<file path="src/rtl/serial_adder_pkg.sv">
// Shared definitions for the bit-serial adder: FSM state encoding and default width.
package serial_adder_pkg;

  localparam int DEFAULT_WIDTH = 8;

  typedef enum logic [1:0] {
    IDLE = 2'd0,
    RUN  = 2'd1,
    DONE = 2'd2
  } state_t;

endpackage

</file>
<file path="src/rtl/serial_adder_if.sv">
// Start/operand/result bundle of the serial adder; master requests, slave computes.
interface serial_adder_if
  import serial_adder_pkg::*;
#(
  parameter int WIDTH = DEFAULT_WIDTH
);
  logic             start;
  logic [WIDTH-1:0] a;
  logic [WIDTH-1:0] b;
  logic             busy;
  logic             done;
  logic [WIDTH-1:0] sum;
  logic             cout;

  modport master (output start, a, b, input busy, done, sum, cout);
  modport slave  (input start, a, b, output busy, done, sum, cout);
endinterface

</file>
<file path="src/rtl/full_adder.sv">
// Full adder from two half-adder cells; the two partial carries can never both be set.
module full_adder (
  input  logic a,
  input  logic b,
  input  logic ci,
  output logic s,
  output logic co
);
  logic s1, c1, c2;

  half_adder u_ha0 (.a(a),  .b(b),  .s(s1), .c(c1));
  half_adder u_ha1 (.a(s1), .b(ci), .s(s),  .c(c2));

  assign co = c1 | c2;
endmodule

</file>
<file path="src/rtl/half_adder.sv">
// Half-adder cell.
module half_adder (
  input  logic a,
  input  logic b,
  output logic s,
  output logic c
);
  assign s = a ^ b;
  assign c = a & b;
endmodule

</file>
<file path="src/rtl/serial_adder.sv">
// Bit-serial adder: operands shift out LSB-first through one full adder with a
// registered carry; {cout,sum} = a + b is presented with a one-cycle done pulse.
//
// state | meaning
// IDLE  | waiting for start; sum/cout hold the last result
// RUN   | one operand bit pair added per clock
// DONE  | done pulse cycle, returns to IDLE unconditionally
module serial_adder
  import serial_adder_pkg::*;
#(
  parameter int WIDTH = DEFAULT_WIDTH
) (
  input  logic           clk,
  input  logic           reset,
  serial_adder_if.slave  bus
);
  localparam int CW = $clog2(WIDTH);
  localparam logic [CW-1:0] LAST = CW'(WIDTH - 1);

  state_t           state;
  logic [WIDTH-1:0] sa, sb, sum_q;
  logic [CW-1:0]    cnt;
  logic             carry, done_q, cout_q;
  logic             fa_s, fa_c;

  full_adder u_fa (
    .a  (sa[0]),
    .b  (sb[0]),
    .ci (carry),
    .s  (fa_s),
    .co (fa_c)
  );

  always_ff @(posedge clk) begin
    if (reset) begin
      state  <= IDLE;
      done_q <= 1'b0;
      sum_q  <= '0;
      cout_q <= 1'b0;
      carry  <= 1'b0;
      cnt    <= '0;
      sa     <= '0;
      sb     <= '0;
    end else begin
      done_q <= 1'b0;
      case (state)
        IDLE: begin
          if (bus.start) begin
            sa     <= bus.a;
            sb     <= bus.b;
            carry  <= 1'b0;
            cnt    <= '0;
            sum_q  <= '0;
            cout_q <= 1'b0;
            state  <= RUN;
          end
        end
        RUN: begin
          sum_q <= {fa_s, sum_q[WIDTH-1:1]};
          sa    <= sa >> 1;
          sb    <= sb >> 1;
          carry <= fa_c;
          cnt   <= cnt + 1'b1;
          if (cnt == LAST) begin
            state  <= DONE;
            done_q <= 1'b1;
            cout_q <= fa_c;
          end
        end
        DONE:    state <= IDLE;
        default: state <= IDLE;
      endcase
    end
  end

  assign bus.busy = (state == RUN);
  assign bus.done = done_q;
  assign bus.sum  = sum_q;
  assign bus.cout = cout_q;
endmodule
</file>
<file path="src/flat_wrapper.sv">
// flat-port wrapper written by rule: the top's interface ports become plain ports
module serial_adder_flat import serial_adder_pkg::*;
#(
  parameter int WIDTH = DEFAULT_WIDTH
)
  (clk, reset, bus_start, bus_a, bus_b, bus_busy, bus_done, bus_sum, bus_cout);
  serial_adder_if #(.WIDTH(WIDTH)) bus_i ();
  input  logic clk;
  input  logic reset;
  input wire logic [$bits(bus_i.start)-1:0] bus_start;
  input wire logic [$bits(bus_i.a)-1:0] bus_a;
  input wire logic [$bits(bus_i.b)-1:0] bus_b;
  output wire logic [$bits(bus_i.busy)-1:0] bus_busy;
  output wire logic [$bits(bus_i.done)-1:0] bus_done;
  output wire logic [$bits(bus_i.sum)-1:0] bus_sum;
  output wire logic [$bits(bus_i.cout)-1:0] bus_cout;
  assign bus_i.start = bus_start;
  assign bus_i.a = bus_a;
  assign bus_i.b = bus_b;
  assign bus_busy = bus_i.busy;
  assign bus_done = bus_i.done;
  assign bus_sum = bus_i.sum;
  assign bus_cout = bus_i.cout;
  serial_adder #(.WIDTH(WIDTH)) u_core (.clk(clk), .reset(reset), .bus(bus_i));
endmodule
</file>
<file path="config.mk">
export PLATFORM = sky130hd
export DESIGN_NAME = serial_adder_flat
export DESIGN_NICKNAME = d
export VERILOG_FILES = /design/src/rtl/serial_adder_pkg.sv /design/src/rtl/serial_adder_if.sv /design/src/rtl/full_adder.sv /design/src/rtl/half_adder.sv /design/src/rtl/serial_adder.sv /design/src/flat_wrapper.sv
export SDC_FILE = /design/constraint.sdc
export NUM_CORES = 1
export LEC_CHECK = 0
export CAP_MARGIN = 40
export CORE_MARGIN = 2
export CORE_UTILIZATION = 41
export DETAILED_ROUTE_END_ITERATION = 8
export GPL_TIMING_DRIVEN = 0
export PLACE_DENSITY = 0.69
export SYNTH_ARGS = -nofsm -noshare
export SYNTH_HDL_FRONTEND = slang
export SYNTH_SLANG_ARGS = --single-unit
</file>
<file path="constraint.sdc">
create_clock -name clk -period 1.41 [get_ports clk]
set_input_delay 0.282 -clock clk [delete_from_list [all_inputs] [get_ports clk]]
set_output_delay 0.282 -clock clk [all_outputs]
set_load 0.03 [all_outputs]
</file>
==> reports/qor.yml <==
critical_path_buf_inv_count: 3
track_usage_pct: 16.24
max_freq_mhz: 705.1
cp-start-kind: "flip-flop"
synth_cells: 146
grt_pass1_vias: 1177
period_needed_ps: 1418
synth_ff_type: "dfxtp_1"
critPathSlowestCell: "dfxtp_2"
synth.distinct_cells: 27
ios: 30
clock_path_buffers: 2
cp_data_arrival_time_ps: 1140
setup_viol: 1
syn_area_um2: 1438
clkPwrFrac_pct: 34.1
ant_nets: 0
ir_drop_mv: 0.7424
core_area_um2: 3363
ctsHoldBuffers: 0
cap_viol_max_count: 0
p_total_mw: 2.012
end_kind: "primary output"
power_frac_seq_pct: 49.0
fin_nets: 210
setup_slack_ps: -8.218
clock_latency_ps: 340
die-area_um2: 3996
worstMarginPinSlew_ps: 597.1
antenna_found_initial: 0
slew_violations: 0
max_stage_delay_ps: 330
gr-usage-met2_pct: 27.79
intPower_mw: 1.495
outcome: "finished, violations left"
clock_sinks: 32
clk_pin_slew_ps: 100
totalWireLength_um: 3103
first_pass_iters: 4
top_usage_layer: "met2"
syn_to_final_growth_pct: 31.42
timing.rr.start: "u_core.state[0]"
start_util_pct: 42.75
crit_fanout: 7
vias: 1203
cp.required_ps: 1130
crit_path_frequent_cell: "buf_6"
powerDensity_nw_per_um2: 1065
hold_violations: 0
cts_buffers: 5
die_w_um: 63.22
grt_pass1_wl_um: 5050
fin_hold_ws_ps: 489.1
portBuffers: 29
place_hpwl_um: 2167
fp-row-count: 21
post-route-util_pct: 56.18
tns_ps: -8.218
gr-usage-met1_pct: 18.55
netSwitchingFraction_pct: 25.71
ys_ff_latch: 32
path_cells: "buf_6 > nand2b_4 > clkinv_8 > buf_6"
dpl_cell_area_um2: 1785
layout-drive-gt1-share_pct: 25.00
skew_ps: 8.110
period_share_pct: 100.6
hold-path-cell-count: 3
relSlewSlack_pct: 60.19
grt-ovfl-total: 0
synth_seq_area_share_pct: 44.56
root_buffer: "clkbuf_4"
leakage_nw: 0.7610
r2r-end: "u_core.bus.sum[0]"
place_ws_ps: -400.2
rsz0062_at_grt: "true"
place.gp.congestion: 0.7657
min_to: "u_core.sa[3]"
remaining_drc_errors: 0
combPwrFrac_pct: 16.9
instances_no_fill: 234
synth-edff-count: 0
first_iter_violations: 45
layout_common_cells: "30 x dfxtp_1, 28 x nor2_1, 18 x clkdlybuf4s50_1, 14 x nand2_1, 12 x a22oi_1"
worstSetupPathType: "reg -> out"
failed_checks: "setup timing"
syn_area_per_cell_um2: 9.847
dieHeight_um: 63.22
vias_per_cell: 5.141
holdCritStartpoint: "bus_a[3]"
final_area_um2: 1889
layout_commonest_cell: "dfxtp_1"
r2r_setup_slack_ps: 50
switching_power_mw: 0.5174
grt_use_met3_pct: 6.607
synth_nets: 169
reg2regPathDepth: 7
ys_warn_count: 0
numPlacedInstances: 221
cts_max_level: 2
cts_tree: "done"
wire_per_inst_um: 13.26
hp-class: "in -> reg"
grt_start_max_net_pins: 11
async_flop_share_pct: 0
crit_family: "flip-flops"
antenna_cells: 0
-- cell families (layout without fill, tap and decap cells) --
logic type | after synthesis | after routing | synth area share [%]
flops | 32 | 32 | 44.56
fa+ha+maj | 4 | 4 | 4.004
compound gates | 46 | 46 | 26.89
simple gates | 51 | 51 | 15.75
buf+inv | 13 | 55 | 8.789
-- worst max path at each step --
stage                         start         endpoint  slack, ps  cells after the start
floorplan             u_core.cnt[0]  u_core.bus.cout        180                      5
global placement    u_core.state[0]         bus_busy       -390                      6
detailed placement  u_core.state[0]         bus_busy       -400                      6
CTS                 u_core.state[0]         bus_busy       -230                      6
global route        u_core.state[0]         bus_busy        -60                      4
finish              u_core.state[0]         bus_busy         -8                      4
-- cells in the mapped netlist (3+ instances only) --
cell,instances,area [um2]
a22oi_1,13,97.59
a211oi_1,8,60.06
buf_6,5,56.30
clkbuf_1,3,11.26
nor3b_1,3,22.52
a21oi_1,9,45.04
a211oi_2,7,87.58
a21oi_2,6,52.55
ha_1,3,37.54
dfxtp_1,32,640.6
nand2_1,14,52.55
nor2_1,28,105.1
-- metal layers --
layer  wire (um)  share of wire, %
met1        1405                45
met4          42               1.4
met2        1477                48
met5           0                 0
met3         178               5.7
-- power groups by stage --
stage                     clock (mW)  combinational (mW)  sequential [mW]
after floorplan                    0               0.215             1.01
after global placement             0               0.321             1.00
after detailed placement           0               0.330             1.01
after global routing           0.748               0.372            0.991
after CTS                      0.697               0.331            0.985
final                          0.686               0.340            0.986
-- repair_timing --
| action | CTS | global route |
|---|---|---|
| setup endpoints to repair | 11 | 9 |
| cloned | 0 | 0 |
| pin swaps | 0 | 1 |
| resized for setup | 21 | 15 |
| buffers inserted | 0 | 7 |
-- registers in the layout, indices dropped and copies added (netlist names) --
register         cells
u_core.carry         1
u_core.sb            8
u_core.bus.sum       8
u_core.bus.done      1
u_core.bus.cout      1
u_core.state         2
u_core.cnt           3
u_core.sa            8
-- worst reg2reg max path, stage by stage (launching register included) --
cell and delay, ps:
dfxtp_2 330, buf_6 120, nand2b_4 130, clkinv_8 70, buf_4 170, buf_12 150
a22oi_1 180, nor2_1 60
-- layout make-up --
type | count | area, um2
Buffer | 10 | 98.84
Clock buffer | 6 | 41.29
Clock inverter | 2 | 35.03
Fill cell | 349 | 1474
Inverter | 1 | 16.27
Multi-Input combinational cell | 101 | 675.6
Sequential cell | 32 | 643.1
Tap cell | 46 | 57.56
Timing Repair Buffer | 36 | 321.6
Power figures use the tool's default switching activity.
